==> config.mk <==
export PLATFORM = sky130hd
export DESIGN_NAME = toplama_seri
export DESIGN_NICKNAME = d
export VERILOG_FILES = /design/src/rtl/toplama_pkg.sv /design/src/rtl/toplama_dilim.sv /design/src/rtl/toplama_seri.sv
export SDC_FILE = /design/constraint.sdc
export NUM_CORES = 1
export LEC_CHECK = 0
export ABC_AREA = 1
export BUFFER_PORTS_ARGS = -buffer_cell sky130_fd_sc_hd__buf_2
export CELL_PAD_IN_SITES_DETAIL_PLACEMENT = 0
export CELL_PAD_IN_SITES_GLOBAL_PLACEMENT = 1
export CORE_MARGIN = 5
export CORE_UTILIZATION = 38
export CTS_CLUSTER_DIAMETER = 60
export DETAILED_ROUTE_END_ITERATION = 12
export PLACE_DENSITY_LB_ADDON = 0.25
export SLEW_MARGIN = 20
export SYNTH_ARGS = -nofsm -noshare
export SYNTH_HDL_FRONTEND = slang
export SYNTH_SLANG_ARGS = --single-unit
==> constraint.sdc <==
create_clock -name clk -period 1.9 [get_ports clk]
set_input_delay 0.38 -clock clk [delete_from_list [all_inputs] [get_ports clk]]
set_output_delay 0.38 -clock clk [all_outputs]
set_load 0.01 [all_outputs]
==> src/rtl/toplama_pkg.sv <==
// Shared definitions for the serial adder/subtractor: tur field layout,
// FSM state encoding and the operand/slice width sanity check.
package toplama_pkg;

    localparam int   TUR_CIKAR    = 0;    // tur bit: 1 = subtract
    localparam int   TUR_ISARETLI = 1;    // tur bit: 1 = signed operands
    localparam int   TUR_AYRILMIS = 2;    // tur bit: reserved, 1 = illegal
    localparam logic TUR_TOPLA    = 1'b0; // value of tur[TUR_CIKAR] selecting add

    typedef enum logic [1:0] {
        BOS   = 2'd0,
        HESAP = 2'd1,
        BITTI = 2'd2
    } durum_t;

    function automatic bit genislik_uygun(input int genislik, input int adim);
        return (adim > 0) && (genislik >= adim) && ((genislik % adim) == 0);
    endfunction

endpackage

==> src/rtl/toplama_dilim.sv <==
// Combinational ADIM-bit adder slice; also reports the carry into its msb
// so the top can derive signed overflow on the final slice.
module toplama_dilim #(
    parameter int ADIM = 8
) (
    input  logic [ADIM-1:0] a,
    input  logic [ADIM-1:0] b,
    input  logic            cin,
    output logic [ADIM-1:0] s,
    output logic            cout,
    output logic            c_msb
);

    logic [ADIM:0] toplam;

    assign toplam = {1'b0, a} + {1'b0, b} + {{ADIM{1'b0}}, cin};
    assign s      = toplam[ADIM-1:0];
    assign cout   = toplam[ADIM];
    // sum bit = a ^ b ^ carry-in, so the carry into the msb falls out directly
    assign c_msb  = toplam[ADIM-1] ^ a[ADIM-1] ^ b[ADIM-1];

endmodule

==> src/rtl/toplama_seri.sv <==
// Multi-cycle adder/subtractor processing ADIM bits per clock.
// Optional macro TOPLAMA_ERKEN_BITIS_EN: early finish for unsigned add.
module toplama_seri
    import toplama_pkg::*;
#(
    parameter int GENISLIK = 32,
    parameter int ADIM     = 8
) (
    input  logic                  clk,
    input  logic                  rst_n,
    input  logic                  basla,
    input  logic [GENISLIK-1:0]   sayi1,
    input  logic [GENISLIK-1:0]   sayi2,
    input  logic [2:0]            tur,
    output logic [2*GENISLIK-1:0] sonuc,
    output logic                  tasma,
    output logic                  hata,
    output logic                  hazir,
    output logic                  gecerli
);

    localparam int N  = GENISLIK / ADIM;
    localparam int IW = (N > 1) ? $clog2(N) : 1;
    localparam logic [IW-1:0] SON_IDX = IW'(N - 1);

    generate
        if (!genislik_uygun(GENISLIK, ADIM)) begin : g_genislik_hatasi
            $error("toplama_seri: GENISLIK must be a positive multiple of ADIM");
        end
    endgenerate

    durum_t                durum_reg, durum_next;
    logic [GENISLIK-1:0]   a_reg, b_reg, toplam_reg, toplam_next;
    logic [2:0]            tur_reg;
    logic                  carry_reg;
    logic [IW-1:0]         idx_reg;
    logic [2*GENISLIK-1:0] sonuc_reg, sonuc_next;
    logic                  tasma_reg, tasma_next, hata_reg, gecerli_reg;
    logic [ADIM-1:0]       dilim_s;
    logic                  dilim_cout, dilim_cmsb;
    logic                  ekstra, erken, bitis;

    // Operands shift right each chunk, so the slice always sees the low chunk
    toplama_dilim #(.ADIM(ADIM)) u_dilim (
        .a     (a_reg[ADIM-1:0]),
        .b     (b_reg[ADIM-1:0]),
        .cin   (carry_reg),
        .s     (dilim_s),
        .cout  (dilim_cout),
        .c_msb (dilim_cmsb)
    );

    genvar gi;
    generate
        for (gi = 0; gi < N; gi++) begin : g_toplam
            assign toplam_next[gi*ADIM +: ADIM] =
                (idx_reg == IW'(gi)) ? dilim_s : toplam_reg[gi*ADIM +: ADIM];
        end
    endgenerate

`ifdef TOPLAMA_ERKEN_BITIS_EN
    assign erken = (tur_reg == 3'b000) && ((a_reg >> ADIM) == '0) &&
                   ((b_reg >> ADIM) == '0) && !dilim_cout;
`else
    assign erken = 1'b0;
`endif
    assign bitis = (idx_reg == SON_IDX) || erken;

    always_comb begin
        ekstra     = dilim_cout;
        tasma_next = dilim_cout;
        if (tur_reg[TUR_ISARETLI]) begin
            ekstra     = a_reg[ADIM-1] ^ b_reg[ADIM-1] ^ dilim_cout;
            tasma_next = dilim_cmsb ^ dilim_cout;
        end else if (tur_reg[TUR_CIKAR] != TUR_TOPLA) begin
            ekstra     = ~dilim_cout;
            tasma_next = ~dilim_cout;
        end
        if (!tur_reg[TUR_ISARETLI] && (tur_reg[TUR_CIKAR] == TUR_TOPLA))
            sonuc_next = {{(GENISLIK-1){1'b0}}, ekstra, toplam_next};
        else
            sonuc_next = {{GENISLIK{ekstra}}, toplam_next};
        if (tur_reg[TUR_AYRILMIS]) begin
            sonuc_next = '0;
            tasma_next = 1'b0;
        end
    end

    always_comb begin
        durum_next = durum_reg;
        case (durum_reg)
            BOS:     if (basla) durum_next = HESAP;
            HESAP:   if (bitis) durum_next = BITTI;
            BITTI:   durum_next = BOS;
            default: durum_next = BOS;
        endcase
    end

    always_ff @(posedge clk or negedge rst_n) begin
        if (!rst_n) durum_reg <= BOS;
        else        durum_reg <= durum_next;
    end

    always_ff @(posedge clk or negedge rst_n) begin
        if (!rst_n) begin
            a_reg       <= '0;
            b_reg       <= '0;
            toplam_reg  <= '0;
            tur_reg     <= '0;
            carry_reg   <= 1'b0;
            idx_reg     <= '0;
            sonuc_reg   <= '0;
            tasma_reg   <= 1'b0;
            hata_reg    <= 1'b0;
            gecerli_reg <= 1'b0;
        end else begin
            gecerli_reg <= 1'b0;
            case (durum_reg)
                BOS: if (basla) begin
                    a_reg      <= sayi1;
                    b_reg      <= tur[TUR_CIKAR] ? ~sayi2 : sayi2;
                    carry_reg  <= tur[TUR_CIKAR];
                    tur_reg    <= tur;
                    idx_reg    <= '0;
                    toplam_reg <= '0;
                end
                HESAP: begin
                    a_reg      <= a_reg >> ADIM;
                    b_reg      <= b_reg >> ADIM;
                    carry_reg  <= dilim_cout;
                    toplam_reg <= toplam_next;
                    idx_reg    <= idx_reg + 1'b1;
                    if (bitis) begin
                        sonuc_reg   <= sonuc_next;
                        tasma_reg   <= tasma_next;
                        hata_reg    <= tur_reg[TUR_AYRILMIS];
                        gecerli_reg <= 1'b1;
                    end
                end
                default: ;
            endcase
        end
    end

    assign sonuc   = sonuc_reg;
    assign tasma   = tasma_reg;
    assign hata    = hata_reg;
    assign gecerli = gecerli_reg;
    assign hazir   = (durum_reg == BOS);

endmodule

==> results of run 1 <==
[metrics by stage]
stage / worst slack, ps / std cells
after floorplan: 22.2 / 735
after global routing: -193 / 1095
after CTS: -110 / 1094
after global placement: -94.9 / 1061
final: -67.1 / 1095
after detailed placement: -228 / 1061
[cell families (layout without fill, tap and decap cells)]
logic type | Yosys count | after routing | share of synthesized area
buf+inv | 129 | 264 | 0.0941
compound gates | 173 | 173 | 0.161
simple gates | 243 | 243 | 0.153
xor+xnor | 36 | 36 | 0.0464
fa+ha+maj | 13 | 13 | 0.0262
flops | 141 | 141 | 0.519
[cell usage after synthesis, types with 12 or more instances]
master / n / area, sq um
buf_2: 14 / 70.1
o211ai_1: 23 / 173
nand3_1: 27 / 135
nor3_1: 24 / 120
nand2_1: 174 / 653
dfrtp_1: 141 / 3530
inv_1: 52 / 195
xnor2_1: 35 / 307
clkbuf_1: 20 / 75.1
o21ai_1: 36 / 180
buf_4: 34 / 255
a21oi_1: 12 / 60.1
a221oi_1: 17 / 149
o21ai_0: 50 / 250
a22o_1: 16 / 140
[where the power goes]
| group | leakage, nW | total (mW) | switching, mW | internal (mW) |
|---|---|---|---|---|
| registers | 1.78 | 5.13 | 0.778 | 4.35 |
| clock network | 0.276 | 3.22 | 1.20 | 2.02 |
| logic | 2.02 | 9.00 | 5.27 | 3.73 |
| total | 4.08 | 17.3 | 7.24 | 10.1 |
[final timing paths]
check / startpoint / end / slack [ps] / depth (start not counted)
min in group asynchronous: rst_n / sonuc[27] / 470 / 2
worst max-delay path: a_reg[0] / sonuc[62] / -70 / 13
worst min-delay path: tur[2] / tur_reg[2] / 180 / 3
max in group asynchronous: rst_n / a_reg[13] / 870 / 3
worst min register to register: toplam_reg[5] / toplam_reg[5] / 470 / 2
worst max register to register: a_reg[0] / sonuc[62] / -70 / 13
[placed cells by master, fill, tap and decap left out, types with 6 or more instances in the layout]
cell type	count
nand2_2	8
dfrtp_1	141
o21ai_1	52
nand2_1	167
clkbuf_16	17
o21ai_2	12
a21oi_1	12
buf_4	29
ha_1	6
nor3_1	24
inv_2	7
a221oi_1	17
o21a_1	9
xnor2_1	34
o211ai_1	23
inv_1	49
nand3_2	7
a22o_1	16
nand3_1	20
buf_2	136
o21ai_0	21
buf_12	6
[area by class of cell]
| class | instances | area share |
|---|---|---|
| clock buffer | 24 | 0.0567 |
| inverter | 57 | 0.0255 |
| sequential | 141 | 0.415 |
| tap | 225 | 0.0331 |
| multi-input combinational | 465 | 0.332 |
| clock inverter | 6 | 0.0102 |
| timing repair buffer | 177 | 0.128 |
[routing by layer]
layer / vias up / global-route usage / share of wire
met3: 22 / 0.0379 / 0.055
met2: 146 / 0.293 / 0.48
met1: 2605 / 0.226 / 0.45
met4: 0 / 0.0535 / 0.016
met5: - / 0 / 0
li1: 2695 / - / -
[timing repair]
| item | in CTS | in global routing |
|---|---|---|
| endpoints found under the hold margin | 43 | 0 |
| pin swaps | 12 | 20 |
| buffers inserted | 2 | 1 |
| gates cloned | 0 | 0 |
| hold buffers | 1 | 0 |
| resized for setup | 41 | 35 |
| setup endpoints to repair | 39 | 102 |
[critical path, delay by kind of cell (launching register included)]
kind	cells	cell delay, ps
and+or+nand+nor	8	690
adders and majority gates	2	610
DFF	1	400
buffers and inverters	3	200
==> run metrics, run 1 <==
die width 144 um; Worst Hold Class in -> reg; CP Capture Type flip-flop; share of layout cells above drive strength 1 0.299; FFs w/ async S/R, synth 1.00; Slew Limit Fails 0; initial antenna violation count 0; CP Launch Type flip-flop; Yosys cell types 34; CTS tree done; Achievable Freq 508 MHz; final net count 942; Vias 5468; crit path max fanout 4; Final Skew 7.84 ps; DRC Markers 0; Worst-Margin Slew 645 ps; slowest cell delay on critical path 400 ps; drt pass-1 iters 5; PwrDens 2040 nW/um^2; Leakage 4.08 nW; largest net degree at the start of global routing 62; Final min period 1970 ps; IO Count 138; Setup-failing EPs final 11; H-tree level count 4; # fillers 1679; Vias/cell 4.99; FF+latch count, synth 141; WL per Instance 15.9 um; cell mode on critical path inv_2; Power, Total 17.3 mW; grt ovf 0; Iter 0 DRT Violations 284; post-synthesis cell count 735; cell breakdown of the critical path fa_2, inv_2, fa_2, inv_2, nand3_2, nand2_2, nand4_1, nand2_2, inv_2, nor2_2, nor2_2, nand3_1, nand2_1; Req. time, crit path 2250 ps; critical path arrival 2320 ps; Post-DP HPWL 12300 um; Starting Density 0.390; syn_area_per_cell 9.24 sq um; die height 144 um; PortBufs 137; EDFF count, synth 0; gpl congestion 0.854; area grow syn2layout 25.1%; clk_lat worst skew 420 ps; FP Rows 48; sequential standard cell area 3530 sq um; Crit Path Class reg -> reg; Final Util 0.488; Fin. Hold Viols 0; vias in the first global route 5565; Design Area, Final 8500 sq um; synthesized net count 818; Tot GR Track Use 0.174; die area 20600 sq um; Core Box Area 17400 sq um; Bufs on Longest Clock Path 2; RSZ-0062 raised after global routing true; Hold Slack 179 ps; max-capacitance violation count 0; first-pass GRT wire length 28500 um; maximum VDD drop 0.859 mV; antenna viol nets, final 0; final wirelength 17400 um; YS warnings 0; Worst slew margin 0.570; CTS Buf Count 17; area of the multi-input gates 2820 sq um; Sink Count 141; status finished, violations left; Slowest-stage cell, CP dfrtp_1; CTS root buf clkbuf_16; max reg flops 34; Main synth FF type dfrtp_1; Reg clk slew, reported paths 50 ps; Antenna Cells 0; mapped cell area 6790 sq um; fin crit share 1.04; DP Area 7690 sq um; Setup TNS -385 ps; sequential fraction of the synthesis area 0.519; failing checks negative setup slack; slack of the critical path -67.1 ps
No activity file was read; power rests on OpenSTA's default activity.
==> run 2: changes to the inputs <==
--- a/config.mk
+++ b/config.mk
@@ -10,6 +10,6 @@
 export CELL_PAD_IN_SITES_DETAIL_PLACEMENT = 0
 export CELL_PAD_IN_SITES_GLOBAL_PLACEMENT = 1
-export CORE_MARGIN = 5
-export CORE_UTILIZATION = 38
+export CORE_MARGIN = 2
+export CORE_UTILIZATION = 37
 export CTS_CLUSTER_DIAMETER = 60
 export DETAILED_ROUTE_END_ITERATION = 12
@@ -18,3 +18,4 @@
 export SYNTH_ARGS = -nofsm -noshare
 export SYNTH_HDL_FRONTEND = slang
+export SYNTH_HIERARCHICAL = 1
 export SYNTH_SLANG_ARGS = --single-unit
==> constraint.sdc (replaced) <==
create_clock -name clk -period 1.9 [get_ports clk]
set_input_delay 0.38 -clock clk [delete_from_list [all_inputs] [get_ports clk]]
set_output_delay 0.38 -clock clk [all_outputs]
set_load 0.005 [all_outputs]
==> run metrics, run 2 <==
FFs w/ async S/R, synth 1.00; max reg flops 34; slowest cell delay on critical path 420 ps; Inst Count DP 1123; Yosys top cell area share 0.510; area of the multi-input gates 2940 sq um; H-tree level count 4; WL per Instance 14.2 um; # fillers 1842; Iter 0 DRT Violations 271; Hold Slack 172 ps; die height 141 um; share of layout cells above drive strength 1 0.300; Post-DP HPWL 11100 um; Tot GR Track Use 0.173; post-synthesis compound-gate area fraction 0.156; fin crit share 1.12; Layout Cells excl Fill 1163; critical path arrival 2410 ps; commonest non-fill, non-tap cell in the layout nand2_1; cell breakdown of the critical path fa_2, fa_2, nand3_2, nand2_4, a21oi_4, xnor2_4, buf_6, o21ai_4, o22ai_1; die width 141 um; Core Box Area 18500 sq um; Psw 7.40 mW; slack of the critical path -228 ps; Setup TNS -5270 ps; Vias/cell 4.60; Leakage 4.37 nW; final wirelength 16600 um; Power, Total 17.7 mW; Bufs on Longest Clock Path 2; syn_area_per_cell 8.77 sq um; Comb pwr share 0.518; gpl congestion 0.774; post-synthesis mux area share 0; Worst-Margin Slew 670 ps; Simple-Gate Fraction of Synth Area 0.149; Worst Path Buf+Inv 1; FP Rows 50; crit path max fanout 4; die area 19800 sq um; Sw Ratio 0.418; grt ovf 0; Crit path max-delay family adder cells; most frequent cells in the layout nand2_1, dfrtp_1, buf_2; first-pass GRT wire length 27300 um; Req. time, crit path 2190 ps; Design Area, Final 8800 sq um; internal power 10.3 mW; sequential share of power 0.282; CP Launch Type flip-flop; Slew Limit Fails 0; antenna viol nets, final 0; Sink Count 141; top cells by area, synth dfrtp_1, nand2_1, o21ai_1; Clock Power Share 0.200; RSZ-0062 raised after global routing true; commonest cells in the netlist nand2_1, dfrtp_1, o21ai_1, inv_1, o21ai_0; PwrDens 2010 nW/um^2; CTS tree done; final net count 999; YS warnings 6; Slowest-stage cell, CP fa_2; synthesized net count 872; Yosys cell types 34; combinational family with the most area after synthesis compound AO/OA/AOI/OAI gates; sequential fraction of the synthesis area 0.510; EDFF count, synth 0; Main synth FF type dfrtp_1; Starting Density 0.374; PortBufs 137; Synth area leader dfrtp_1; vias in the first global route 5195; Worst slew margin 0.553; max-capacitance violation count 0; Synth Area in XOR/XNOR 0.0481; Fin. Hold Viols 0; clk_lat worst skew 420 ps; largest net degree at the start of global routing 46; CP Capture Type flip-flop; Antenna Cells 0; Vias 5349; CTS Buf Count 17; cell mode on critical path fa_2; Worst Hold Class in -> reg; drt pass-1 iters 4; Final Skew 7.44 ps; Achievable Freq 470 MHz; status finished, violations left; post-synthesis adder-cell area fraction 0.0257; area grow syn2layout 27.2%; Final min period 2130 ps; mapped cell area 6920 sq um; CTS root buf clkbuf_16; Setup-failing EPs final 40; Reg clk slew, reported paths 60 ps; DRC Markers 0; IO Count 138; initial antenna violation count 0; FF+latch count, synth 141; DP Area 7780 sq um; Crit Path Class reg -> reg; sequential standard cell area 3530 sq um; maximum VDD drop 0.949 mV; failing checks negative setup slack; most numerous cell in the Yosys netlist nand2_1; post-synthesis cell count 789
run 2: cell types whose count changed in the layout (fill, tap and decap cells not counted), moves of 9 or more:
| cell | change |
|---|---|
| a21oi_1 | -9 |
| inv_1 | +24 |
| o21ai_1 | +31 |
| nand3_1 | -13 |
| a22o_1 | -16 |
| nor3_1 | -24 |
| nand2_1 | +49 |
| a221oi_1 | -17 |
| o22ai_1 | +21 |
run 2: worst register-to-register path, stage by stage, from the launching register on:
cell and delay, ps:
dfrtp_1 400, fa_2 420, fa_2 370, nand3_2 90
nand2_4 70, a21oi_4 180, xnor2_4 120, buf_6 140
o21ai_4 120, o22ai_1 80
run 2: stage by stage:
stage          utilization  worst slack, ps
2_1_floorplan            -             -126
3_3_place_gp         0.420             -259
3_5_place_dp         0.420             -318
4_1_cts              0.461             -214
5_1_grt              0.475             -343
6_report             0.475             -228
run 2: logic make-up after synthesis:
kind of cell / Yosys count
DFF: 141
buffers and inverters: 151
adders and majority gates: 13
xor gates and xnor gates: 38
AOI/OAI and AO/OA: 192
and+or+nand+nor: 254
run 2: final timing paths:
kind	slack (ps)	start	cells after the start	to
worst max-delay path	-230	a_reg[0]	9	toplam_reg[30]
worst min-delay path	170	sayi1[26]	3	a_reg[26]
worst max register to register	-230	a_reg[0]	9	toplam_reg[30]
worst min register to register	480	sonuc[27]	2	sonuc[27]
max in group asynchronous	810	rst_n	3	a_reg[31]
min in group asynchronous	410	rst_n	2	sonuc[27]
run 2: power by group through the flow:
stage | clock [mW] | combinational [mW] | sequential, mW
final | 3.54 | 9.17 | 4.98
after floorplan | 0 | 5.41 | 4.92
after CTS | 3.62 | 8.21 | 4.99
after global routing | 3.77 | 10.3 | 5.13
after detailed placement | 0 | 7.74 | 5.04
after global placement | 0 | 7.66 | 5.00
run 2: metal layers:
layer,part of all wire,GRT usage
met1,0.49,0.242
met5,0,0
met4,0.0075,0.0489
met3,0.038,0.0367
met2,0.46,0.274
run 2: final cells by class:
type | count | share of cell area
clock buffer | 19 | 0.0503
clock inverter | 13 | 0.0212
inverter | 79 | 0.0343
multi-input combinational | 497 | 0.334
sequential | 141 | 0.401
tap | 234 | 0.0333
timing repair buffer | 180 | 0.126
run 2: repair_timing:
| item | CTS | global route |
|---|---|---|
| cloned | 0 | 0 |
| pin swaps | 26 | 34 |
| hold buffers | 1 | 0 |
| endpoints found under the hold margin | 28 | 0 |
| endpoints found under the setup margin | 53 | 61 |
| setup buffers | 4 | 7 |
| resized for setup | 41 | 52 |
==> run 3: changes to the inputs <==
- PLACE_DENSITY_LB_ADDON: 0.25 -> 0.3
==> run metrics, run 3 (synthesis gave the netlist of run 2 again) <==
status finished, violations left; failing checks negative setup slack; Worst slew margin 0.562; most frequent cells in the layout nand2_1, dfrtp_1, buf_2; Crit Path Class reg -> reg; largest net degree at the start of global routing 85; Final Skew 8.11 ps; Slew Limit Fails 0; die area 19800 sq um; share of layout cells above drive strength 1 0.302; critical path arrival 2390 ps; FP Rows 50; Worst Hold Class in -> reg; Crit path max-delay family adder cells; worst r2r src a_reg[0]; WL per Instance 14.3 um; Vias/cell 4.65; drt pass-1 iters 4; Antenna Cells 0; Starting Density 0.374; Post-DP HPWL 11100 um; Layout Cells excl Fill 1160; Leakage 4.36 nW; Slowest-stage cell, CP fa_2; Final min period 2100 ps; max reg flops 34; die height 141 um; fin crit share 1.11; CTS root buf clkbuf_16; RSZ-0062 raised after global routing true; commonest non-fill, non-tap cell in the layout nand2_1; antenna viol nets, final 0; crit path launch a_reg[0]; max-capacitance violation count 0; IO Count 138; Power, Total 17.4 mW; Core Box Area 18500 sq um; slack of the critical path -205 ps; Req. time, crit path 2180 ps; uppermost layer routed met4; reg2reg end carry_reg; die width 141 um; slowest cell delay on critical path 420 ps; reg-to-reg slack, setup -200 ps; cell breakdown of the critical path fa_2, fa_2, nand3_2, nand2_4, nand4_1, nand3_2, inv_2, buf_4, buf_6, buf_6, o211ai_1; CP Capture Type flip-flop; final wirelength 16600 um; Reg clk slew, reported paths 60 ps; DRC Markers 0; CTS Buf Count 17; Setup TNS -3910 ps; routed length on met1 8010 um; area grow syn2layout 26.8%; first-pass GRT wire length 27200 um; Inst Count DP 1122; Setup-failing EPs final 41; PortBufs 137; crit path max fanout 5; grt ovf 0; vias in the first global route 5236; CP endpoint carry_reg; Tot GR Track Use 0.173; cells on worst reg2reg path 11; Critical Path Stages 11; final net count 996; Worst-Margin Slew 656 ps; Bufs on Longest Clock Path 2; initial antenna violation count 0; CTS tree done; hold_sp sayi1[30]; Worst Path Buf+Inv 4; maximum VDD drop 0.980 mV; gpl congestion 0.796; Iter 0 DRT Violations 319; Achievable Freq 475 MHz; Fin. Hold Viols 0; PwrDens 1990 nW/um^2; routed wl met3 680 um; H-tree level count 4; Sink Count 141; clk_lat worst skew 420 ps; CP Launch Type flip-flop; met2 wire length 7730 um; Vias 5393
[run 3: what timing repair did]
action                                 CTS  global route
endpoints found under the hold margin   27             0
buffers inserted                         5             3
setup endpoints to repair               43            58
gates resized for setup                 40            49
pin swaps                               29            44
cloned                                   0             0
hold buffers                             1             0
[run 3: per-stage QoR]
step | hold slack [ps] | util | cell area (sq um) | setup WS [ps]
after floorplan | 84.4 | - | 6930 | -126
after global placement | 285 | 0.420 | 7770 | -242
after detailed placement | 287 | 0.420 | 7770 | -250
after CTS | 154 | 0.463 | 8570 | -200
after global routing | 177 | 0.474 | 8780 | -326
final | 169 | 0.474 | 8780 | -205
[run 3: worst min path at each step]
stage / to / slack (ps) / depth (start not counted)
floorplan: a_reg[0] / 80 / 0
global placement: sonuc[29] / 280 / 1
detailed placement: sonuc[29] / 290 / 1
CTS: a_reg[30] / 150 / 3
global route: a_reg[25] / 180 / 3
finish: a_reg[30] / 170 / 3
[run 3: layout make-up]
class                   instances  area [sq um]
well taps                     234           293
fillers                      1862          9740
inverters                      79           299
clock buffers                  19           443
clock inverters                13           213
repair buffers                177          1080
multi-input cells             497          2920
flip-flops and latches        141          3530
[run 3: layer usage]
layer  GRT usage  vias to the layer above
li1            -                     2788
met2       0.275                      115
met5           0                        -
met4      0.0563                        0
met1       0.239                     2474
met3      0.0340                       16
[run 3: report_power, final]
part	total [mW]	internal, mW	switching, mW
Combinational	8.76	3.44	5.31
Clock	3.69	2.37	1.31
Sequential	5.00	4.33	0.672
[run 3: worst reg2reg max path, cell delays in order, from the launching register on]
cell and delay (ps):
dfrtp_1 400, fa_2 420, fa_2 360, nand3_2 90
nand2_4 60, nand4_1 90, nand3_2 80, inv_2 110
buf_4 120, buf_6 80, buf_6 80, o211ai_1 80
